File: src/rtl/mips_pkg.sv
// Shared MIPS decode definitions: field widths, opcode/funct constants,
// ALUOp and ALUControl encodings, and the ID/EX control payload.
// Optional feature macro: ILLEGAL_INSTR_EN (adds the illegal flag to the payload).
package mips_pkg;

  localparam int unsigned OP_W     = 6;
  localparam int unsigned FUNCT_W  = 6;
  localparam int unsigned ALUCTL_W = 3;
  localparam int unsigned ALUOP_W  = 2;

  localparam logic [OP_W-1:0] OP_RTYPE = 6'b000000;
  localparam logic [OP_W-1:0] OP_LW    = 6'b100011;
  localparam logic [OP_W-1:0] OP_SW    = 6'b101011;
  localparam logic [OP_W-1:0] OP_BEQ   = 6'b000100;
  localparam logic [OP_W-1:0] OP_ADDI  = 6'b001000;
  localparam logic [OP_W-1:0] OP_J     = 6'b000010;

  localparam logic [FUNCT_W-1:0] FUNCT_ADD = 6'b100000;
  localparam logic [FUNCT_W-1:0] FUNCT_SUB = 6'b100010;
  localparam logic [FUNCT_W-1:0] FUNCT_AND = 6'b100100;
  localparam logic [FUNCT_W-1:0] FUNCT_OR  = 6'b100101;
  localparam logic [FUNCT_W-1:0] FUNCT_SLT = 6'b101010;

  typedef enum logic [ALUOP_W-1:0] {
    ALUOP_MEM   = 2'b00,
    ALUOP_BEQ   = 2'b01,
    ALUOP_FUNCT = 2'b10
  } aluOp_t;

  // Same encodings the Execute-stage ALU consumes
  typedef enum logic [ALUCTL_W-1:0] {
    ALU_AND = 3'b000,
    ALU_OR  = 3'b001,
    ALU_ADD = 3'b010,
    ALU_SUB = 3'b110,
    ALU_SLT = 3'b111
  } aluCtl_t;

  typedef struct packed {
    logic    regWrite;
    logic    memtoReg;
    logic    memWrite;
    logic    aluSrc;
    logic    regDst;
    aluCtl_t aluControl;
`ifdef ILLEGAL_INSTR_EN
    logic    illegal;
`endif
  } ctrlE_t;

  // Bubble: every field zero, ALUControl = AND (000)
  localparam ctrlE_t CTRL_BUBBLE = '0;

endpackage

File: src/rtl/alu_decoder.sv
// ALU decoder: ALUOp + funct -> ALUControl, plus a funct-valid flag that
// drops only for an R-type with an unrecognised funct.
module alu_decoder
  import mips_pkg::*;
(
  input  aluOp_t             aluOp,
  input  logic [FUNCT_W-1:0] funct,
  output aluCtl_t            aluControl_c,
  output logic               functValid_c
);

  // Select the ALU operation; unknown funct decodes to AND and flags invalid
  always_comb begin
    aluControl_c = ALU_AND;
    functValid_c = 1'b1;
    case (aluOp)
      ALUOP_MEM: aluControl_c = ALU_ADD;
      ALUOP_BEQ: aluControl_c = ALU_SUB;
      ALUOP_FUNCT: begin
        case (funct)
          FUNCT_ADD: aluControl_c = ALU_ADD;
          FUNCT_SUB: aluControl_c = ALU_SUB;
          FUNCT_AND: aluControl_c = ALU_AND;
          FUNCT_OR:  aluControl_c = ALU_OR;
          FUNCT_SLT: aluControl_c = ALU_SLT;
          default: begin
            aluControl_c = ALU_AND;
            functValid_c = 1'b0;
          end
        endcase
      end
      default: begin
        aluControl_c = ALU_AND;
        functValid_c = 1'b0;
      end
    endcase
  end

endmodule

File: src/rtl/control_unit_de.sv
// Decode-stage control unit: main decode, ALU decode, and the ID/EX control
// register with flush (bubble) and stall (hold).
// Optional feature macro: ILLEGAL_INSTR_EN adds the registered IllegalE output.
module control_unit_de
  import mips_pkg::*;
(
  input  logic                CLK,
  input  logic                RST,
  input  logic [31:0]         InstrD,
  input  logic                StallE,
  input  logic                FlushE,
  output logic                BranchD,
  output logic                JumpD,
  output logic                RegWriteE,
  output logic                MemtoRegE,
  output logic                MemWriteE,
  output logic                ALUSrcE,
  output logic                RegDstE,
  output logic [ALUCTL_W-1:0] ALUControlE
`ifdef ILLEGAL_INSTR_EN
  ,
  output logic                IllegalE
`endif
);

  logic [OP_W-1:0]    opcode;
  logic [FUNCT_W-1:0] funct;
  logic               unusedFields;

  assign opcode       = InstrD[31:26];
  assign funct        = InstrD[5:0];
  assign unusedFields = ^InstrD[25:6];

  logic    regWrite, regDst, aluSrc, branch, memWrite, memtoReg, jump, opValid;
  aluOp_t  aluOp;
  aluCtl_t aluControl;
  logic    functValid;
  logic    illegalD;
  ctrlE_t  ctrlD;
  ctrlE_t  ctrlE;

  // Main decoder: opcode -> datapath controls; unknown opcode is a NOP
  always_comb begin
    regWrite = 1'b0;
    regDst   = 1'b0;
    aluSrc   = 1'b0;
    branch   = 1'b0;
    memWrite = 1'b0;
    memtoReg = 1'b0;
    jump     = 1'b0;
    aluOp    = ALUOP_MEM;
    opValid  = 1'b1;
    case (opcode)
      OP_RTYPE: begin regWrite = 1'b1; regDst = 1'b1; aluOp = ALUOP_FUNCT; end
      OP_LW:    begin regWrite = 1'b1; aluSrc = 1'b1; memtoReg = 1'b1; end
      OP_SW:    begin aluSrc = 1'b1; memWrite = 1'b1; end
      OP_BEQ:   begin branch = 1'b1; aluOp = ALUOP_BEQ; end
      OP_ADDI:  begin regWrite = 1'b1; aluSrc = 1'b1; end
      OP_J:     begin jump = 1'b1; end
      default:  opValid = 1'b0;
    endcase
  end

  alu_decoder uAluDecoder (
    .aluOp        (aluOp),
    .funct        (funct),
    .aluControl_c (aluControl),
    .functValid_c (functValid)
  );

  assign BranchD = branch;
  assign JumpD   = jump;

  // Assemble the E-stage payload; any illegal encoding collapses to a bubble
  always_comb begin
    illegalD = !opValid || !functValid;
    ctrlD    = CTRL_BUBBLE;
    if (!illegalD) begin
      ctrlD.regWrite   = regWrite;
      ctrlD.memtoReg   = memtoReg;
      ctrlD.memWrite   = memWrite;
      ctrlD.aluSrc     = aluSrc;
      ctrlD.regDst     = regDst;
      ctrlD.aluControl = aluControl;
    end
`ifdef ILLEGAL_INSTR_EN
    ctrlD.illegal = illegalD;
`endif
  end

  // ID/EX control register: reset > flush > stall > load
  always_ff @(posedge CLK or negedge RST) begin
    if (!RST) begin
      ctrlE <= CTRL_BUBBLE;
    end else if (FlushE) begin
      ctrlE <= CTRL_BUBBLE;
    end else if (!StallE) begin
      ctrlE <= ctrlD;
    end
  end

  assign RegWriteE   = ctrlE.regWrite;
  assign MemtoRegE   = ctrlE.memtoReg;
  assign MemWriteE   = ctrlE.memWrite;
  assign ALUSrcE     = ctrlE.aluSrc;
  assign RegDstE     = ctrlE.regDst;
  assign ALUControlE = ctrlE.aluControl;
`ifdef ILLEGAL_INSTR_EN
  assign IllegalE    = ctrlE.illegal;
`endif

endmodule

File: config.mk
export PLATFORM = sky130hd
export DESIGN_NAME = control_unit_de
export DESIGN_NICKNAME = d
export VERILOG_FILES = /design/src/rtl/mips_pkg.sv /design/src/rtl/alu_decoder.sv /design/src/rtl/control_unit_de.sv
export SDC_FILE = /design/constraint.sdc
export NUM_CORES = 1
export LEC_CHECK = 0
export CAP_MARGIN = 5
export CELL_PAD_IN_SITES_DETAIL_PLACEMENT = 0
export CELL_PAD_IN_SITES_GLOBAL_PLACEMENT = 1
export CORE_ASPECT_RATIO = 1.75
export CORE_MARGIN = 2
export CORE_UTILIZATION = 18
export CTS_CLUSTER_DIAMETER = 80
export CTS_CLUSTER_SIZE = 12
export DETAILED_ROUTE_END_ITERATION = 8
export GPL_ROUTABILITY_DRIVEN = 0
export PLACE_DENSITY_LB_ADDON = 0.1
export SYNTH_ARGS = -nofsm -noshare
export SYNTH_HDL_FRONTEND = slang
export SYNTH_SLANG_ARGS = --single-unit
File: constraint.sdc
create_clock -name CLK -period 1 [get_ports CLK]
set_input_delay 0.2 -clock CLK [delete_from_list [all_inputs] [get_ports CLK]]
set_output_delay 0.2 -clock CLK [all_outputs]
set_load 0.1 [all_outputs]
# ---- Word-level counts from Yosys, hierarchy flattened
# Index checks and enable logic that the tools add are counted.
dict set report classes {
  eq_ne 13
  muxes 16
  reduce_logical 10
}
# op n
set ops {}
lappend ops {{equality test 6 bit (second input constant)} 7}
lappend ops {{two-way mux 8 bit} 3}
lappend ops {{one-hot mux 3 bit (4 select lines)} 1}
lappend ops {{two-way mux 1 bit} 9}
lappend ops {{one-hot mux 3 bit (3 select lines)} 1}
lappend ops {{equality test 6 x 2 -> 1 bit (second input constant)} 1}
lappend ops {{equality test 6 x 3 -> 1 bit (second input constant)} 1}
lappend ops {{equality test 6 x 4 -> 1 bit (second input constant)} 1}
lappend ops {{logical NOT 6 bit} 1}
lappend ops {{OR reduction 3 bit} 2}
lappend ops {{OR reduction 6 bit} 1}
lappend ops {{OR reduction 5 bit} 1}
lappend ops {{one-hot mux 2 bit (2 select lines)} 1}
lappend ops {{equality test 2 x 1 -> 1 bit (second input constant)} 1}
lappend ops {{equality test 2 bit (second input constant)} 1}
lappend ops {{logical NOT 1 bit} 2}
lappend ops {{logical NOT 2 bit} 1}
lappend ops {{!= test 2 x 1 -> 1 bit (second input constant)} 1}
lappend ops {{one-hot mux 1 bit (2 select lines)} 1}
lappend ops {{OR reduction 2 bit} 1}
lappend ops {{logical OR 1 bit} 1}
dict set report word_totals {
  ff_bits 8
  inputBits 36
  output_inout_bits 10
  elab_cells 45
}

# ---- Logic depth before layout (Yosys ltp)
# Gate-level depths: netlist (run 1).
dict set report logic_depth {
  depth_word 10
  mapped_depth 4
  mapped_depth_nobuf 4
}

# ---- Modules after synthesis
# Synthesis (run 1) repeated with hierarchy kept, for this count alone.
dict set report unflattened {
  hier_cells 47
  area_unflattened_um2 558.0
}
# module n_inst cells_each area_per_inst_um2 seq_area_each_um2
set modules_own_cells {}
lappend modules_own_cells {control_unit_de 1 35 447.9 200.2}
lappend modules_own_cells {alu_decoder 1 12 110.1 0.0}

# ---- Worst setup path before layout (run 1)
# No wires, ideal clock.
dict set report synth_timing {
  path_kind {input to output}
  start {input InstrD[30]}
  end {output JumpD}
  arrival_ns 1.392
  required_ns 0.800
  slack_ns -0.592
  stages 2
  path_buffers 0
  path_cell_list {nor2_1 and4b_1}
}
dict set report synth_between {
  elab_chain_cells 2
}
# element line_no
set synth_rtl {}
lappend synth_rtl {{from (decl)} control_unit_de.sv:9} ;# input logic [31:0] InstrD,
lappend synth_rtl {{equality test 6 x 2 -> 1 bit} control_unit_de.sv:53} ;# case (opcode)
lappend synth_rtl {{two-way mux 1 bit} control_unit_de.sv:53}
lappend synth_rtl {{to (decl)} control_unit_de.sv:13} ;# output logic JumpD,
# Every way passes these cells.

# ---- Worst setup path in the final report (run 1)
dict set report layout_timing {
  start {input InstrD[31]}
  end {output BranchD}
}
dict set report layout_between {
  elab_chain_cells 2
}
# element line_no
set layout_rtl {}
lappend layout_rtl {{equality test 6 x 3 -> 1 bit} control_unit_de.sv:53}
lappend layout_rtl {{two-way mux 1 bit} control_unit_de.sv:53}
lappend layout_rtl {{to (decl)} control_unit_de.sv:12} ;# output logic BranchD,
# Every way passes these cells.

==> impl_metrics.csv, run 1 <==
group,metric,value,unit
place,dp_worst_setup_slack,-0.8102,ns
place,place.detailed.instances,129,
clocking,clock_sink_count,8,
grt,grt.overflow.total,0,
logic_synthesis,post_synth_main_area_contributors,"dfrtp_1, nand2_1, o21ai_1",
pwr,total_leakage_power,0.5616,nW
clocking,clk_pin_slew_worst_paths,0.04,ns
worst_hold_path,class_of_the_tightest_hold_or_removal_check,"input pin to async pin",
place,detailedPlacementHpwl,1415,um
detailed_routing,final_antenna_net_count,0,
logic_synthesis,ys_warn_count,0,
timing,achievable-frequency,814.8,MHz
finish,final.fill_count,300,
floorplan,die_w,45.19,um
clocking,cts_htree_levels,1,
clocking,clk-insertion-delay-late,0.22,ns
timing,pin_slew_with_the_least_headroom_to_its_limit,0.3817,ns
critical_path,endpoint_kind,"output pin",
timing,slew_headroom,74.47,%
timing,grt_setup_unrepaired,"true",
grt,vias_in_the_first_global_route,657,
detailed_routing,detail_route.wl_per_cell,13.06,um
floorplan,initial_core_utilization,18.66,%
critical_path,worstRegToRegCells,3,
logic_synthesis,synth_nets,94,
logic_synthesis,synth_top_area_cell,"dfrtp_1",
timing,period_minus_slack,1.227,ns
timing,finClkSkew,0,ns
place,postPlaceCellArea,1102,um^2
critical_path,crit-reg2reg-capture,"ALUControlE[2]",
floorplan,die_area,3437,um^2
finish,num-nets-final,147,
logic_synthesis,netlist.area_leader.share,37.47,%
detailed_routing,drc_marker_count_from_the_first_detailed_route_iteration,4,
pwr,cellPowerDensity,752.7,nW/um^2
clocking,tritoncts.num_buffers,3,
logic_synthesis,syn_area_per_cell,9.211,um^2
timing,report.final.slew_viol_count,0,
timing,timing.final.crit_share,122.7,%
clocking,cts.path.max_buffers,2,
detailed_routing,drt-pass1-iter-count,4,
grt,grt_start_max_net_pins,9,
critical_path,critical_setup_path_class,"input pin to output pin",
detailed_routing,viasPerCell,4.693,
critical_path,cp.required,0.80,ns
timing,hold-worst-slack,0.2660,ns
finish,layout.core_utilization,45.72,%
timing,timing.final.ws_setup,-0.2273,ns
grt,grt_pass1_wl,2987,um
detailed_routing,post-route-drc-count,0,
logic_synthesis,yosysUniqueCellTypes,26,
clocking,cts_tree,"yes",
floorplan,row_count,26,
critical_path,start_kind,"input pin",
logic_synthesis,number_of_enable_type_register_cells_in_the_synthesized_netlist,0,
pwr,worst_ir_drop_vdd,0.0003191,V
timing,finalHoldViolCount,0,
logic_synthesis,synthesis.area,534.3,um^2
logic_synthesis,postSynthCellCount,58,
logic_synthesis,ys_async_sr_fraction,100.0,%
detailed_routing,route.vias.total,643,
critical_path,cp_max_fo,4,
flow_run,max_cap_viol_count,0,
outcome,violations,"setup timing",
grt,antenna_found_initial,0,
logic_synthesis,synth_sequential_area_ratio,37.47,%
floorplan,pin_count,46,
outcome,outcome,"finished, violations left",
grt,globalRouteTotalUtil,11.39,%
finish,drive_gt1_share,70.64,%
finish,area.growth.synth_to_final,145.0,%
place,count_of_port_buffers_added_during_placement,25,
finish,antenna-diode-count,0,
critical_path,reg2reg_slack,0.11,ns
critical_path,worst-endpoint-arrival,1.03,ns
logic_synthesis,synth-seq-cells,8,
detailed_routing,route.final.wire_length,1789,um
finish,stdcell_count,137,
critical_path,r2r_start,"ALUControlE[2]",
clocking,cts-root-buf,"clkbuf_8",
timing,setup_viol,17,
floorplan,die_height,76.07,um
finish,finalInstanceArea,1309,um^2
floorplan,placeableCoreArea,2863,um^2
logic_synthesis,most_used_flip_flop_cell_after_synthesis,"dfrtp_1",
-- cell usage in the layout, fill, tap and decap left out, types with 2 or more instances in the layout --
master         Yosys  final
a2111oi_4          0      2
a21o_1             2      2
buf_12             0     11
buf_2              0      5
buf_4              0     16
buf_6              0     10
clkbuf_8           0      3
dfrtp_2            0      8
dlygate4sd2_1      0      4
nand2_1           11     11
nor2_1             5      2
nor2_4             0      2
nor2b_4            0      2
nor3_2             0      2
nor4_4             1      2
o21ai_1            5      4
-- routing by layer --
| layer | GRT usage, % | part of all wire (%) | vias up | wire length [um] |
|---|---|---|---|---|
| li1 | - | - | 320 | - |
| met1 | 13.41 | 34 | 307 | 603 |
| met2 | 19.29 | 62 | 14 | 1103 |
| met3 | 2.133 | 3.5 | 2 | 62 |
| met4 | 4.412 | 1.1 | 0 | 19 |
| met5 | 0 | 0 | - | 0 |
-- sequential cells by signal (all words and copies together) (netlist names) --
| signal | count |
|---|---|
| MemWriteE | 1 |
| RegDstE | 1 |
| ALUSrcE | 1 |
| MemtoRegE | 1 |
| ALUControlE | 3 |
| RegWriteE | 1 |
-- worst max-delay path by stage --
stage	slack, ns	start	endpoint
floorplan	-0.30	InstrD[29]	ALUControlE[2]
global placement	-0.81	InstrD[29]	BranchD
detailed placement	-0.81	InstrD[29]	BranchD
CTS	-0.24	InstrD[31]	BranchD
global route	-0.27	InstrD[31]	BranchD
finish	-0.23	InstrD[31]	BranchD
-- worst max-delay path: stages --
cell and delay, ns:
buf_8 0.10, nor4_4 0.29, and3b_4 0.26, buf_12 0.17
-- cell families after synthesis --
logic type | after synthesis | synth area share, %
buf+inv | 1 | 0.7019
compound gates | 16 | 24.35
flops | 8 | 37.47
simple gates | 33 | 37.47
-- final cells by class --
type / instances / area (um^2) / area share, %
repair buffers: 49 / 548.0 / 41.87
multi-input cells: 49 / 474.2 / 36.23
flip-flops and latches: 8 / 210.2 / 16.06
clock buffers: 3 / 41.29 / 3.155
well taps: 28 / 35.03 / 2.677
-- power by group --
part           total [mW]  leakage (nW)  internal, mW  switching, mW
sequential          0.328        0.0983         0.327        0.00143
combinational       0.279         0.442         0.147          0.131
clock               0.379        0.0216         0.260          0.119
total               0.985         0.562         0.734          0.251
-- per-stage QoR --
step | TNS, ns | power, mW
global route | -2.089 | 1.028
floorplan | -1.517 | 0.3980
finish | -1.340 | 0.9852
global placement | -7.609 | 0.5631
CTS | -1.730 | 0.9700
detailed placement | -7.684 | 0.5643
-- cells in the mapped netlist (2+ instances only) --
library cell and instances:
nor2_1 5, dfrtp_1 8, nor3_1 3, nand2_1 11
o21ai_1 5, a21oi_1 2, nor2b_1 3, a21o_1 2
and4b_1 2
-- repair_timing --
action                     CTS  global route
buffers inserted             2             4
setup endpoints to repair   18            18
cloned                       0             0
hold buffers                 0             0
pin swaps                   11             9
resized for setup           61            19
Note: power is estimated with default switching activity, not from simulation.
==> run 2, diff against run 1 <==
--- a/config.mk
+++ b/config.mk
@@ -10,12 +10,13 @@
 export CELL_PAD_IN_SITES_GLOBAL_PLACEMENT = 1
 export CORE_ASPECT_RATIO = 1.75
 export CORE_MARGIN = 2
-export CORE_UTILIZATION = 18
+export CORE_UTILIZATION = 20
 export CTS_CLUSTER_DIAMETER = 80
 export CTS_CLUSTER_SIZE = 12
 export DETAILED_ROUTE_END_ITERATION = 8
 export GPL_ROUTABILITY_DRIVEN = 0
 export PLACE_DENSITY_LB_ADDON = 0.1
+export RECOVER_POWER = 25
 export SYNTH_ARGS = -nofsm -noshare
 export SYNTH_HDL_FRONTEND = slang
 export SYNTH_SLANG_ARGS = --single-unit
==> constraint.sdc (replaced) <==
create_clock -name CLK -period 1.24 [get_ports CLK]
set_input_delay 0.248 -clock CLK [delete_from_list [all_inputs] [get_ports CLK]]
set_output_delay 0.248 -clock CLK [all_outputs]
set_load 0.1 [all_outputs]
==> run 2 against run 1 <==
- the run still ends with setup timing left
- global-route usage up 0.82 points
- count of clock-buffer cells in the layout did not move
- sequential power shrank 20%
- setup slack improved by 0.17 ns
- clock power fell by 19%
- combinational power is 29% lower
- sequential share of layout area increased by 0.50 points
- worst hold slack better by 0.12 ns
- die area decreased by 9.3%
- utilization is 2.2 points higher
- critical endpoint unchanged
==> impl_metrics.csv, run 2 (synthesis results as in run 1) <==
group,metric,value,unit
outcome,outcome,"finished, violations left",
outcome,violations,"setup timing",
critical_path,cp_top_family,"simple AND/OR/NAND/NOR gates",
grt,grt_pass1_wl,2925,um
critical_path,cp.required,0.99,ns
critical_path,critPathSlowestCell,"nor4_4",
timing,report.final.slew_viol_count,0,
finish,num-nets-final,139,
finish,area.growth.synth_to_final,126.2,%
clocking,cts-root-buf,"clkbuf_8",
clocking,clk_pin_slew_worst_paths,0.04,ns
pwr,cellPowerDensity,636.4,nW/um^2
timing,finClkSkew,0,ns
pwr,total_leakage_power,0.5295,nW
critical_path,max_stage_delay,0.27,ns
detailed_routing,drc_marker_count_from_the_first_detailed_route_iteration,6,
grt,grt_start_max_net_pins,9,
floorplan,row_count,24,
detailed_routing,route.vias.total,603,
detailed_routing,final_antenna_net_count,0,
finish,most-common-layout-cells,"buf_4, nand2_1, buf_12, dfrtp_1, buf_6",
finish,drive_gt1_share,54.46,%
detailed_routing,route.final.wire_length,1601,um
finish,antenna-diode-count,0,
finish,largest_register_ffs,3,
floorplan,pin_count,46,
pwr,fin_total_pwr,769.2,uW
clocking,cts_tree,"yes",
detailed_routing,detail_route.wl_per_cell,12.61,um
flow_run,max_cap_viol_count,0,
timing,pin_slew_with_the_least_headroom_to_its_limit,0.3836,ns
timing,achievable-frequency,772.0,MHz
timing,period_minus_slack,1.295,ns
clocking,postCtsHoldBufs,0,
grt,vias_in_the_first_global_route,657,
finish,finalInstanceArea,1209,um^2
timing,grt_setup_unrepaired,"true",
timing,setup_viol,1,
critical_path,crit-reg2reg-capture,"ALUControlE[2]",
grt,antenna_found_initial,0,
floorplan,initial_core_utilization,21.18,%
clocking,cts.path.max_buffers,2,
critical_path,start_kind,"input pin",
detailed_routing,viasPerCell,4.748,
worst_hold_path,class_of_the_tightest_hold_or_removal_check,"input pin to async pin",
critical_path,worst-endpoint-arrival,1.05,ns
clocking,tritoncts.num_buffers,3,
timing,timing.final.ws_setup,-0.05538,ns
timing,slew_headroom,74.34,%
floorplan,die_area,3117,um^2
critical_path,reg2reg_slack,0.48,ns
floorplan,placeableCoreArea,2522,um^2
critical_path,worstRegToRegCells,2,
place,detailedPlacementHpwl,1389,um
clocking,clk-insertion-delay-late,0.22,ns
clocking,cts_htree_levels,1,
clocking,clock_sink_count,8,
critical_path,critical_setup_path_class,"input pin to output pin",
grt,grt.overflow.total,0,
detailed_routing,post-route-drc-count,0,
place,postPlaceCellArea,1054,um^2
floorplan,die_height,72.37,um
critical_path,critical_path.n_buffers_inverters,2,
place,count_of_port_buffers_added_during_placement,25,
timing,timing.final.crit_share,104.5,%
detailed_routing,drt-pass1-iter-count,3,
floorplan,die_w,43.07,um
critical_path,cp_max_fo,2,
finish,most_frequent_standard_cell_in_the_layout_excluding_fill_and_tap_cells,"buf_4",
critical_path,critical_path.cell_chain,"buf_8, nor4_4, and3b_4, buf_12",
critical_path,endpoint_kind,"output pin",
timing,finalHoldViolCount,0,
pwr,worst_ir_drop_vdd,0.0003847,V
timing,tns,-0.05538,ns
grt,globalRouteTotalUtil,12.22,%
critical_path,r2r_start,"ALUControlE[2]",
run 2: cell types whose count changed in the layout (fill, tap and decap cells not counted), moves of 2 or more:
cell,before,now
dfrtp_2,8,0
dlymetal6s2s_1,0,2
buf_6,10,5
dfrtp_1,0,8
buf_2,5,2
nor3_2,2,0
buf_4,16,12
run 2: how the worst max path moves through the flow:
stage                                 to  slack [ns]  startpoint  cells past startpoint
after floorplan           ALUControlE[2]       -0.12  InstrD[29]                      4
after global placement    ALUControlE[0]       -0.68  InstrD[26]                      6
after detailed placement  ALUControlE[0]       -0.68  InstrD[26]                      6
after CTS                        BranchD       -0.06  InstrD[31]                      4
after global routing             BranchD       -0.09  InstrD[27]                      4
final                            BranchD       -0.06  InstrD[27]                      4
run 2: repair_timing:
action	CTS	global route
setup endpoints to repair	10	9
pin swaps	14	8
resized for setup	45	15
buffers inserted	2	0
run 2: final cells by class:
type / instances / area, um^2
clock buffer: 3 / 41.29
fill: 248 / 1314
multi-input combinational: 49 / 437.9
sequential: 8 / 200.2
tap: 26 / 32.53
timing repair buffer: 41 / 496.7
run 2: metrics by stage:
step / util [%] / instances / hold slack, ns / setup slack, ns
after CTS: 45.63 / 127 / 0.3234 / -0.06019
after global routing: 47.92 / 127 / 0.4198 / -0.09494
final: 47.92 / 127 / 0.3820 / -0.05538
after global placement: 41.77 / 123 / 0.5327 / -0.6837
after detailed placement: 41.77 / 123 / 0.5333 / -0.6771
after floorplan: - / 58 / -0.04759 / -0.1243
run 2: where the power goes:
group	internal, mW	switching (mW)	total, mW
Combinational	0.102	0.0950	0.197
Clock	0.210	0.0977	0.308
Sequential	0.263	0.00110	0.264
run 2: routing by layer:
| metal | wire length (um) | global-route usage (%) | up-vias | share of wire (%) |
|---|---|---|---|---|
| met5 | 0 | 0 | - | 0 |
| met4 | 30 | 6.061 | 0 | 1.9 |
| met3 | 72 | 1.244 | 2 | 4.5 |
| met2 | 966 | 23.23 | 16 | 60 |
| met1 | 531 | 12.79 | 284 | 33 |
| li1 | - | - | 301 | - |
run 2: worst register-to-register path, stage by stage (launching register included):
cell	delay, ns
dfrtp_1	0.42
a21oi_2	0.16
a22oi_2	0.06
